<file path="config.mk">
export PLATFORM = sky130hd
export DESIGN_NAME = uart_receiver
export DESIGN_NICKNAME = d
export VERILOG_FILES = /design/src/rtl/uart_receiver.sv
export SDC_FILE = /design/constraint.sdc
export NUM_CORES = 1
export LEC_CHECK = 0
export ABC_AREA = 1
export CAP_MARGIN = 20
export CORE_ASPECT_RATIO = 0.8
export CORE_UTILIZATION = 50
export CTS_BUF_LIST = sky130_fd_sc_hd__clkbuf_4 sky130_fd_sc_hd__clkbuf_8
export DETAILED_ROUTE_END_ITERATION = 12
export HOLD_SLACK_MARGIN = 0.02
export PLACE_DENSITY = 0.77
export RECOVER_POWER = 25
export SLEW_MARGIN = 20
export SYNTH_ARGS = -nofsm -noshare
export SYNTH_HDL_FRONTEND = slang
export SYNTH_SLANG_ARGS = --single-unit
</file>
<file path="constraint.sdc">
create_clock -name uart_samplig_clk -period 4.7 [get_ports uart_samplig_clk]
set_clock_uncertainty 0.15 [all_clocks]
set_input_delay 0.94 -clock uart_samplig_clk [delete_from_list [all_inputs] [get_ports uart_samplig_clk]]
set_output_delay 0.94 -clock uart_samplig_clk [all_outputs]
set_load 0.01 [all_outputs]
</file>
<file path="src/rtl/uart_receiver.sv">
// 8N1 UART receiver: oversampled start/data/stop detection with a valid/ready
// output register and single-cycle framing-error / overrun pulses.
module uart_receiver #(
  parameter int OVERSAMPLE   = 16,
  parameter int SAMPLE_POINT = 8
) (
  input  logic       uart_samplig_clk,
  input  logic       reset_n,
  input  logic       RsRx,
  output logic [7:0] data_received,
  output logic       valid,
  input  logic       ready,
  output logic       frame_err,
  output logic       overrun
);

  localparam int CW = $clog2(OVERSAMPLE);
  localparam logic [CW-1:0] START_LAST_C = CW'(SAMPLE_POINT - 1);
  localparam logic [CW-1:0] BIT_LAST_C   = CW'(OVERSAMPLE - 1);

  typedef enum logic [2:0] {
    S_IDLE  = 3'd0,
    S_START = 3'd1,
    S_DATA  = 3'd2,
    S_STOP  = 3'd3,
    S_BREAK = 3'd4
  } state_t;

  state_t          state_r;
  state_t          state_s;
  logic [1:0]      sync_r;
  logic            rx_s;
  logic [CW-1:0]   clk_cnt_r;
  logic [2:0]      bit_idx_r;
  logic [7:0]      shreg_r;
  logic [7:0]      data_r;
  logic            valid_r;
  logic            frame_err_r;
  logic            overrun_r;
  logic            sample_bit_s;
  logic            stop_ok_s;
  logic            stop_bad_s;
  logic            load_s;
  logic            drop_s;

  assign rx_s          = sync_r[1];
  assign data_received = data_r;
  assign valid         = valid_r;
  assign frame_err     = frame_err_r;
  assign overrun       = overrun_r;

  // Two-flop synchroniser for the asynchronous serial line (idles high).
  always_ff @(posedge uart_samplig_clk or negedge reset_n) begin
    if (!reset_n) begin
      sync_r <= 2'b11;
    end else begin
      sync_r <= {sync_r[0], RsRx};
    end
  end

  // State register and tick counter; the counter restarts on every state change.
  always_ff @(posedge uart_samplig_clk or negedge reset_n) begin
    if (!reset_n) begin
      state_r   <= S_IDLE;
      clk_cnt_r <= {CW{1'b0}};
    end else begin
      state_r <= state_s;
      if (state_s != state_r) begin
        clk_cnt_r <= {CW{1'b0}};
      end else begin
        clk_cnt_r <= clk_cnt_r + {{(CW-1){1'b0}}, 1'b1};
      end
    end
  end

  // Next-state decode; the stop bit is judged mid-bit so a following start bit is not missed.
  always_comb begin
    state_s      = state_r;
    sample_bit_s = 1'b0;
    stop_ok_s    = 1'b0;
    stop_bad_s   = 1'b0;
    case (state_r)
      S_IDLE: begin
        if (!rx_s) state_s = S_START;
        else       state_s = S_IDLE;
      end
      S_START: begin
        if (clk_cnt_r == START_LAST_C) begin
          if (rx_s) state_s = S_IDLE;
          else      state_s = S_DATA;
        end else begin
          state_s = S_START;
        end
      end
      S_DATA: begin
        if (clk_cnt_r == BIT_LAST_C) begin
          sample_bit_s = 1'b1;
          if (bit_idx_r == 3'd7) state_s = S_STOP;
          else                   state_s = S_DATA;
        end else begin
          state_s = S_DATA;
        end
      end
      S_STOP: begin
        if (clk_cnt_r == BIT_LAST_C) begin
          if (rx_s) begin
            stop_ok_s = 1'b1;
            state_s   = S_IDLE;
          end else begin
            stop_bad_s = 1'b1;
            state_s    = S_BREAK;
          end
        end else begin
          state_s = S_STOP;
        end
      end
      S_BREAK: begin
        if (rx_s) state_s = S_IDLE;
        else      state_s = S_BREAK;
      end
      default: state_s = S_IDLE;
    endcase
  end

  assign load_s = stop_ok_s && (!valid_r || ready);
  assign drop_s = stop_ok_s && valid_r && !ready;

  // Shift register collects data bits LSB first.
  always_ff @(posedge uart_samplig_clk or negedge reset_n) begin
    if (!reset_n) begin
      bit_idx_r <= 3'd0;
      shreg_r   <= 8'h00;
    end else if ((state_r == S_START) && (state_s == S_DATA)) begin
      bit_idx_r <= 3'd0;
    end else if (sample_bit_s) begin
      shreg_r   <= {rx_s, shreg_r[7:1]};
      bit_idx_r <= bit_idx_r + 3'd1;
    end
  end

  // Output holding register, handshake and event pulses.
  always_ff @(posedge uart_samplig_clk or negedge reset_n) begin
    if (!reset_n) begin
      data_r      <= 8'h00;
      valid_r     <= 1'b0;
      frame_err_r <= 1'b0;
      overrun_r   <= 1'b0;
    end else begin
      frame_err_r <= stop_bad_s;
      overrun_r   <= drop_s;
      if (load_s) begin
        data_r  <= shreg_r;
        valid_r <= 1'b1;
      end else if (valid_r && ready) begin
        valid_r <= 1'b0;
      end
    end
  end

endmodule

</file>
==> flow_summary_export.csv <==
group,metric,value,unit
synthesis,synth_flop_cell,"dfrtp_1",
floorplan,initial_core_util,0.550,
layout,seq_area,778,µm²
worst_setup_path,cp_cell_sequence,"dlygate4sd3_1, clkbuf_1",
worst_hold_path,hold_class,"register to register",
run_status,outcome,"finished, violations left",
synthesis,synth-seq-cells,31,
sta,hold_viol_final,0,
worst_setup_path,setup.worst_path.start,"reset_n",
clock_network,root_buffer,"clkbuf_4",
run_status,violations,"capacitance limit, slew limit",
placed_design,dp_hpwl,1630,µm
placed_design,dp.cells,191,
layout,drive_gt1_frac,0.196,
clock_network,cts.repair.resized,0,
grt,gr-total-overflow,0,
clock_network,postCtsSetupBuffers,0,
route,routedWlPerCell,11.2,µm
layout,multi_input_area,520,µm²
synthesis,synth.distinct_cells,27,
floorplan,die_area,0.00301,mm²
sta,finalCritPeriodShare,0.546,
worst_setup_path,crit_path_max_incr_delay,1120,ps
synthesis,synth-async-reset-ratio,1.00,
worst_setup_path,worst-path-buf-inv,2,
floorplan,coreArea,0.00254,mm²
sta,rsz0062_at_grt,"no",
floorplan,die_h,49.3,µm
route,vias,983,
route,postRouteAntennaNets,0,
synthesis,syn_area_per_cell,9.85,µm²
sta,finalCriticalPeriod,2570,ps
sta,fmax,390,MHz
floorplan,io_pins,15,
placed_design,place_congestion,0.799,
power,power,0.566,mW
layout,final_nets,169,
route,wl,2220,µm
power,power.density,344,mW/mm²
sta,slew_violations,32,
worst_setup_path,r2r_start,"clk_cnt_r[0]",
synthesis,synth_cells,142,
grt,grt_max_degree,32,
placed_design,io_buffers,14,
clock_network,h-tree-depth,2,
clock_network,cts.sinks,31,
layout,antenna_cells,0,
layout,fillers,229,
power,irDropWorstVdd,0.000248,V
worst_setup_path,cp.required,4720,ps
route,dr.pass1.iters,4,
synthesis,ys_seq_area_frac,0.556,
worst_setup_path,slowest_stage,"clkbuf_1",
grt,grt_pass1_wl,4220,µm
route,viasPerCell,4.94,
route,drcViolationCount,0,
power,leakage,0.758,nW
worst_setup_path,critPathTopFamily,"buffers and inverters",
job,maxCapViolCount,1,
grt,grt_pass1_vias,993,
layout,syn_to_final_growth,17.7,%
grt,antenna_found_initial,0,
clock_network,cts_tree,"done",
sta,relSlewSlack,-0.0329,
sta,setup_tns,0,ps
worst_hold_path,hp-start,"sync_r[0]",
sta,hold-worst-slack,211,ps
grt,grt_usage,0.196,
synthesis,yosysWarnings,0,
clock_network,clockBufferDepth,2,
floorplan,rows,16,
route,drt-initial-drc-count,38,
synthesis,syn_nets,149,
worst_setup_path,arrival,2590,ps
worst_setup_path,cp_max_fo,31,
floorplan,die_w,61.1,µm
clock_network,cts-buffers-inserted,5,
clock_network,ctsHoldBuffers,0,
worst_setup_path,crit_type,"input pin to async pin",
clock_network,clk_latency,340,ps
sta,tightest_slew,1550,ps
clock_network,clk_pin_slew_worst_paths,90,ps
synthesis,synth_area,0.00140,mm²
sta,finalSetupViolCount,0,
worst_setup_path,cp-start-kind,"input pin",
worst_setup_path,crit_path_end_kind,"async pin",
layout,fin_cells,199,
synthesis,synth-edff-count,0,
[Yosys cell counts, types with 2 or more instances]
cell,n,share of area
nand2_1,35,0.094
dfrtp_1,29,0.52
inv_1,16,0.043
o21ai_2,10,0.063
nand3_1,8,0.029
o21ai_1,7,0.025
nor2_1,6,0.016
nor3_1,4,0.014
ha_1,3,0.027
nor2_2,3,0.013
buf_6,2,0.016
dfstp_2,2,0.038
inv_2,2,0.0054
nand2_2,2,0.0089
[where the power goes]
part	internal [mW]	switching, mW	leakage, nW
clock	0.126	0.0905	0.0482
combinational	0.0221	0.0339	0.291
sequential	0.280	0.0141	0.419
total	0.428	0.138	0.758
[kinds of logic (layout without fill, tap and decap cells)]
| group | Yosys count | after routing | synth area share |
|---|---|---|---|
| simple gates | 63 | 63 | 0.222 |
| flops | 31 | 31 | 0.556 |
| buf+inv | 21 | 42 | 0.0680 |
| compound gates | 22 | 22 | 0.114 |
| fa+ha+maj | 3 | 3 | 0.0268 |
| xor+xnor | 2 | 2 | 0.0125 |
[sequential cells by signal (all words and copies together), names as in the netlist]
register and flops:
sync_r 2, bit_idx_r 3, shreg_r 8, data_received 8, valid 1, state_r 3
overrun 1, clk_cnt_r 4, frame_err 1
[through the flow]
stage          setup slack (ps)   util  instance area (µm²)
2_1_floorplan              2930      -                 1400
3_3_place_gp               2380  0.617                 1570
3_5_place_dp               2360  0.617                 1570
4_1_cts                    2340  0.651                 1660
5_1_grt                    1760  0.648                 1650
6_report                   2130  0.648                 1650
[routing by layer]
layer  GRT usage  up-vias  part of all wire
met5           0        -                 0
met4       0.110        0             0.027
met3      0.0663        7             0.048
met2       0.286       20              0.44
met1       0.251      454              0.48
li1            -      502                 -
[final timing paths]
path,to,slack (ps),depth (start not counted)
min reg2reg,sync_r[1],210,0
min in group asynchronous,clk_cnt_r[3],1360,2
max reg2reg,data_received[5],2910,6
min,sync_r[1],210,0
max in group uart_samplig_clk,data_received[1],2360,1
max,overrun,2130,2
[area by class of cell]
type | count | area share
Sequential cell | 31 | 0.473
Multi-Input combinational cell | 90 | 0.316
Timing Repair Buffer | 15 | 0.0874
Inverter | 19 | 0.0441
Clock buffer | 6 | 0.0312
Tap cell | 36 | 0.0274
Clock inverter | 2 | 0.0213
[cells in the final DEF, fill, tap and decap left out]
cell type,count
nand2_1,35
dfrtp_1,29
inv_1,16
clkdlybuf4s50_1,12
o21ai_2,10
nand3_1,9
o21ai_1,7
nor2_1,6
clkbuf_4,5
nor3_1,4
nor2_2,3
ha_1,3
inv_2,2
clkinv_2,2
nand2_2,2
dlygate4sd3_1,2
dfstp_2,2
o21ai_0,1
nor2_4,1
o31ai_1,1
nor3_4,1
nand4_1,1
xnor2_1,1
o21bai_1,1
a31oi_2,1
xor2_1,1
a21oi_1,1
nand4_4,1
bufinv_16,1
clkbuf_8,1
clkbuf_1,1
Power figures use the tool's default switching activity.
